<file path="src/rtl/rr_sel_arbiter.sv">
// rr_sel_arbiter: round-robin arbiter that drives the select of a downstream
// 4:1 mux and hands one channel at a time to a single consumer.
//
// Ports:
//   clk        - clock; all state updates on the rising edge
//   rst        - synchronous active-high reset
//   req[3:0]   - per-channel request (bit i = mux input i holds data)
//   out_ready  - consumer accepts the selected channel this cycle
//   sel[1:0]   - registered mux select
//   out_valid  - registered; sel is committed and the mux output is valid
//   gnt[3:0]   - registered one-hot pulse naming the channel that just completed
//   xfer_count - registered count of completed transfers (wraps silently)
module rr_sel_arbiter #(
    parameter int unsigned CNT_W = 8
) (
    input  logic             clk,
    input  logic             rst,
    input  logic [3:0]       req,
    input  logic             out_ready,
    output logic [1:0]       sel,
    output logic             out_valid,
    output logic [3:0]       gnt,
    output logic [CNT_W-1:0] xfer_count
);

    typedef enum logic [0:0] {StIdle, StGrant} state_e;

    state_e           state_q, state_d;
    logic [1:0]       sel_q, sel_d;
    logic             valid_q, valid_d;
    logic [3:0]       gnt_q, gnt_d;
    logic [CNT_W-1:0] cnt_q, cnt_d;
    logic [1:0]       last_q, last_d;

    logic [1:0] winner;
    logic       found;
    logic [1:0] idx;

    // Search last+1, last+2, last+3, last (2-bit wrap); first set bit wins.
    always_comb begin
        winner = last_q;
        found  = 1'b0;
        idx    = last_q;
        for (int k = 1; k <= 4; k++) begin
            idx = last_q + 2'(k);
            if (!found && req[idx]) begin
                winner = idx;
                found  = 1'b1;
            end
        end
    end

    always_comb begin
        state_d = state_q;
        sel_d   = sel_q;
        valid_d = valid_q;
        gnt_d   = 4'b0000;
        cnt_d   = cnt_q;
        last_d  = last_q;
        unique case (state_q)
            StIdle: begin
                valid_d = 1'b0;
                if (req != 4'b0000) begin
                    sel_d   = winner;
                    valid_d = 1'b1;
                    state_d = StGrant;
                end
            end
            StGrant: begin
                // A dropped request aborts even if the consumer is ready.
                if (!req[sel_q]) begin
                    valid_d = 1'b0;
                    state_d = StIdle;
                end else if (out_ready) begin
                    gnt_d   = 4'b0001 << sel_q;
                    valid_d = 1'b0;
                    last_d  = sel_q;
                    cnt_d   = cnt_q + 1'b1;
                    state_d = StIdle;
                end
            end
            default: begin
                state_d = StIdle;
                valid_d = 1'b0;
            end
        endcase
    end

    always_ff @(posedge clk) begin
        if (rst) begin
            state_q <= StIdle;
            sel_q   <= 2'b00;
            valid_q <= 1'b0;
            gnt_q   <= 4'b0000;
            cnt_q   <= '0;
            last_q  <= 2'b11;  // channel 0 gets first priority
        end else begin
            state_q <= state_d;
            sel_q   <= sel_d;
            valid_q <= valid_d;
            gnt_q   <= gnt_d;
            cnt_q   <= cnt_d;
            last_q  <= last_d;
        end
    end

    assign sel        = sel_q;
    assign out_valid  = valid_q;
    assign gnt        = gnt_q;
    assign xfer_count = cnt_q;

endmodule

</file>
<file path="config.mk">
export PLATFORM = sky130hd
export DESIGN_NAME = rr_sel_arbiter
export DESIGN_NICKNAME = d
export VERILOG_FILES = /design/src/rtl/rr_sel_arbiter.sv
export SDC_FILE = /design/constraint.sdc
export NUM_CORES = 1
export LEC_CHECK = 0
export ABC_AREA = 1
export BUFFER_PORTS_ARGS = -buffer_cell sky130_fd_sc_hd__buf_2
export CAP_MARGIN = 40
export CELL_PAD_IN_SITES_DETAIL_PLACEMENT = 0
export CELL_PAD_IN_SITES_GLOBAL_PLACEMENT = 1
export CORE_ASPECT_RATIO = 1.75
export CORE_UTILIZATION = 30
export DETAILED_ROUTE_END_ITERATION = 12
export PLACE_DENSITY = 0.69
export SYNTH_ARGS = -nofsm -noshare
export SYNTH_HDL_FRONTEND = slang
export SYNTH_SLANG_ARGS = --single-unit
</file>
<file path="constraint.sdc">
create_clock -name clk -period 1.68 [get_ports clk]
set_input_delay 0.168 -clock clk [delete_from_list [all_inputs] [get_ports clk]]
set_output_delay 0.168 -clock clk [all_outputs]
set_load 0.01 [all_outputs]
</file>
### Word level (Yosys, flattened, before mapping)

Cells that the tools add are included.

| storage, ports and cells | value |
|---|---|
| register bits after elaboration | 18 |
| input bits | 7 |
| word-level logic and storage cells | 54 |

| operators by class | value |
|---|---|
| $add $sub $neg | 4 |
| order comparisons | 5 |
| equality and inequality tests | 1 |
| shift operators | 1 |
| muxes and demuxes | 24 |
| bitwise gates (word level) | 3 |
| reductions and logical operators | 10 |

Operators by type and width:

| kind | count |
|---|---|
| $lt A2 B3 Y1 const B | 5 |
| $mux W1 | 13 |
| $bmux W1 S2 | 5 |
| $add A8 B1 Y8 const B | 1 |
| $mux W2 | 4 |
| $add A2 B2 Y2 const B | 2 |
| $pmux W1 S2 | 2 |
| $reduce_bool A4 Y1 | 1 |
| $reduce_or A4 Y1 | 1 |
| $shl A1 B2 Y4 const A | 1 |
| $logic_and A1 B1 Y1 | 3 |
| $logic_not A1 Y1 | 3 |
| $ne A3 B3 Y1 const B | 1 |
| $not A1 Y1 | 3 |
| $reduce_and A3 Y1 | 1 |
| $add A2 B1 Y2 const B | 1 |
| $reduce_and A2 Y1 | 1 |

### Depth between registers and ports, before layout

| logic depth | value |
|---|---|
| word-level depth | 13 |
| gate-level depth with buffers | 13 |
| gate-level depth less buffers | 12 |

### Worst setup path before layout

Ideal clock, no wire load.

| path | value |
|---|---|
| path type | reg-to-reg |
| start | register sel_q[0], in the netlist sel[0] |
| end | register cnt_q[6], in the netlist xfer_count[6] |
| setup time | 0.113 ns |
| arrival time | 1.186 ns |
| path slack | 0.380 ns |
| stages on the path, launching flop included | 10 |
| buffers on the path | 0 |
| cell sequence | dfxtp_1 -> inv_1 -> o21ai_1 -> nand2_2 -> nand2_4 -> inv_6 -> nand4_1 -> nand2_1 -> nand2_1 -> nor2_1 |

| between the ends | value |
|---|---|
| cells in the longest elaborated chain, start to end | 3 |

Ends and longest elaborated chain:

| item | RTL line | source |
|---|---|---|
| start, declared | 29 | `logic [1:0] sel_q, sel_d;` |
| start signal, assigned | 99 | `sel_q <= sel_d;` |
| $bmux W1 S2 | 71 | `if (!req[sel_q]) begin` |
| $mux W1 (implied by the code) | 71 |  |
| $reduce_and A3 Y1 (no source line) | n/a |  |
| end signal, assigned | 102 | `cnt_q <= cnt_d;` |
| end, declared | 32 | `logic [CNT_W-1:0] cnt_q, cnt_d;` |

No other way between the ends. The select of a mux whose other input is x is not followed.
A chain may end at the register's enable or synchronous reset.

### Worst setup path in the final report

| path | value |
|---|---|
| start | register sel_q[0], in the netlist sel[0] |
| end | register gnt_q[1], in the netlist gnt[1] |

| between the ends | value |
|---|---|
| cells in the longest elaborated chain, start to end | 4 |
| elaborated cells between the ends (all ways) | 5 |
| classes of those cells | shift (1); mux (2); bitwise (1); reduce/logical (1) |

Ends and longest elaborated chain:

| item | RTL line | source |
|---|---|---|
| $bmux W1 S2 | 71 |  |
| $mux W1 (implied by the code) | 71 |  |
| $not A1 Y1 (no source line) | n/a |  |
| $reduce_or A4 Y1 (no source line) | n/a |  |
| end signal, assigned | 101 | `gnt_q <= gnt_d;` |
| end, declared | 31 | `logic [3:0] gnt_q, gnt_d;` |

Several ways; a longest one is shown, not always the timed one. The select of a mux whose other input is x is not followed.

==> qor.csv <==
metric,value,unit
outcome,completed,
Netlist cell types,27,
Top Ports,22,
DR vias,913,
worst setup path category,reg2reg,
clk_lat worst skew,260,ps
sequential share of the synthesized area,38.0,%
CTS tree,built,
ant diodes,0,
vias per cell,4.48,
RSZ-0062 raised after global routing,false,
Post-Route Utilization,39.1,%
CP endpoint kind,flip-flop,
global route overflow,0,
biggest cell delay along the critical path,470,ps
sw power,320,µW
P_int,743,µW
Rows,26,
clock buffer depth,2,
root buffer cell,clkbuf_8,
CP required,1870,ps
Power Total,1060,µW
Sw Ratio,30.1,%
skew final,7.53,ps
filler instances,330,
Clk pwr share,33.5,%
Slew @ Worst Pin,353,ps
core footprint,2960,µm²
Final Cycle Share,86.1,%
number of synthesized register bits,18,
Buffers on Ports,21,
"antenna viol nets, final",0,
Worst Path Arrival,1640,ps
final max-slew violation count,0,
setup TNS,0,ps
register area,360,µm²
Min Hold Slack,148,ps
"leading cell type in the layout, fill and taps excluded",nand2_1,
placed cell count,200,
post-route minimum period,1450,ps
highest-count cells in the layout ignoring fill and taps,"nand2_1, buf_2, dfxtp_1, nor2_1, inv_1",
Final nets,171,
clock slew at reported path FFs,70,ps
Hold Crit Class,in2reg,
Worst Path Max Fanout,8,
worst flop-to-flop path startpoint,sel[0],
Worst setup SP type,flip-flop,
Mapped Cells,137,
die width,44.5,µm
# DRC,0,
Reg power frac,45.2,%
initial antenna violation count,0,
pwr/cell area,919,nW/µm²
Syn Nets,145,
"setup slack, reg-to-reg",230,ps
drt initial violations,18,
"Hold-fix buffers, CTS",0,
worst setup path start,sel[0],
largest net degree at the start of global routing,11,
DIE AREA,3400,µm²
max-cap viol count,0,
H-tree levels,1,
Netlist Area Pre-Place,948,µm²
Post-Syn Area per Cell,6.92,µm²
first-pass GRT wire length,3800,µm
crit-path cells,nor2_1 -> nor2_1 -> o21ai_1 -> nand2_2 -> nand2_4 -> nor3_1 -> inv_1 -> nor2_1,
Worst Reg-to-Reg Cells,8,
fin cells,204,
final wirelength,2160,µm
layout cells sized above 1,23.5,%
final setup fails,0,
"Area growth, synth to finish",22.0,%
Post-CTS Setup Repair Bufs,0,
gr usage total,15.0,%
Fmax,691,MHz
Comb pwr share,21.3,%
area occupied by multi-input gates,492,µm²
Num CTS Buffers,3,
Slew headroom,76.4,%
reg-to-reg endpoint,gnt[1],
starting density of the core,32.0,%
vias in the first global route,842,
"Top cell by count, worst path",nor2_1,
WL/cell,10.6,µm
highest-delay cell along the critical path,dfxtp_1,
Pleak,0.000575,µW
Ys Warns,0,
RePlAce Congestion,0.821,
clk sink count,18,
DP HPWL,1720,µm
Fin. Hold Viols,0,
Detailed Routing Iterations Pass 1,4,
CP Capture Point,gnt[1],
CTS resizes,0,
VDD IR max,0.422,mV
Chip Height,76.4,µm
-- per-stage QoR --
stage | worst slack [ps] | cell area (µm²)
2_1_floorplan | 380 | 948
3_3_place_gp | 221 | 1100
3_5_place_dp | 206 | 1100
4_1_cts | 180 | 1160
5_1_grt | 23.2 | 1160
6_report | 233 | 1160
-- power by group through the flow --
| stage | sequential, µW | clock (µW) | combinational, µW |
|---|---|---|---|
| floorplan | 487 | 0 | 163 |
| global placement | 491 | 0 | 228 |
| detailed placement | 492 | 0 | 229 |
| CTS | 482 | 371 | 230 |
| global route | 486 | 392 | 261 |
| finish | 481 | 356 | 226 |
-- kinds of logic after synthesis --
family / count (synthesis) / share of synthesized area, %
buffers and inverters: 21 / 10.2
XOR/XNOR: 1 / 0.924
AND/OR/NAND/NOR: 75 / 36.4
flip-flops: 18 / 38.0
adder cells (fa/ha/maj): 1 / 1.32
AO/OA/AOI/OAI: 21 / 13.2
-- worst max-delay path: cells and delay by family (launching register included) --
kind	cells	cell delay, ps
AND/OR/NAND/NOR	6	730
flip-flops	1	470
buffers and inverters	1	90
AO/OA/AOI/OAI	1	80
-- routing by layer --
layer	vias to the layer above	global-route usage, %	part of all wire, %
li1	485	-	-
met2	22	26.8	55
met3	6	0.711	3.0
met5	-	0	0
met4	0	9.39	3.7
met1	400	15.9	38
-- worst min path at each step --
stage,cells past startpoint,slack (ps),endpoint,start
after floorplan,1,230,sel[1],rst
after global placement,2,420,sel[1],rst
after detailed placement,2,420,sel[1],rst
after CTS,2,140,sel[1],rst
after global routing,2,140,sel[1],rst
final,2,150,sel[1],rst
-- registers in the layout (all words and copies together), names as in the netlist --
name / count
out_valid: 1
last_q: 2
gnt: 4
sel: 2
xfer_count: 8
state_q: 1
-- cell usage after synthesis, drive strengths merged --
master  count  area share (%)
o21ai       6             3.2
nor2       18             7.9
nand4       2             1.3
o211ai      2             1.6
o21bai      1             1.2
ha          1             1.3
nor3        1            0.53
o21a        1            0.79
nand2      44              19
a21oi       9             5.1
inv        19             8.6
xor2        1            0.92
buf         1             1.2
dfxtp      18              38
a31oi       2             1.3
clkinv      1            0.40
nand3       9             7.1
nand3b      1            0.79
-- final cells by class --
cell class	instances	area share, %
clock buffer	4	4.76
inverter	20	7.35
multi-input combinational	98	42.5
sequential	18	31.1
tap	42	4.54
timing repair buffer	22	9.73
No activity file was read; power rests on OpenSTA's default activity.
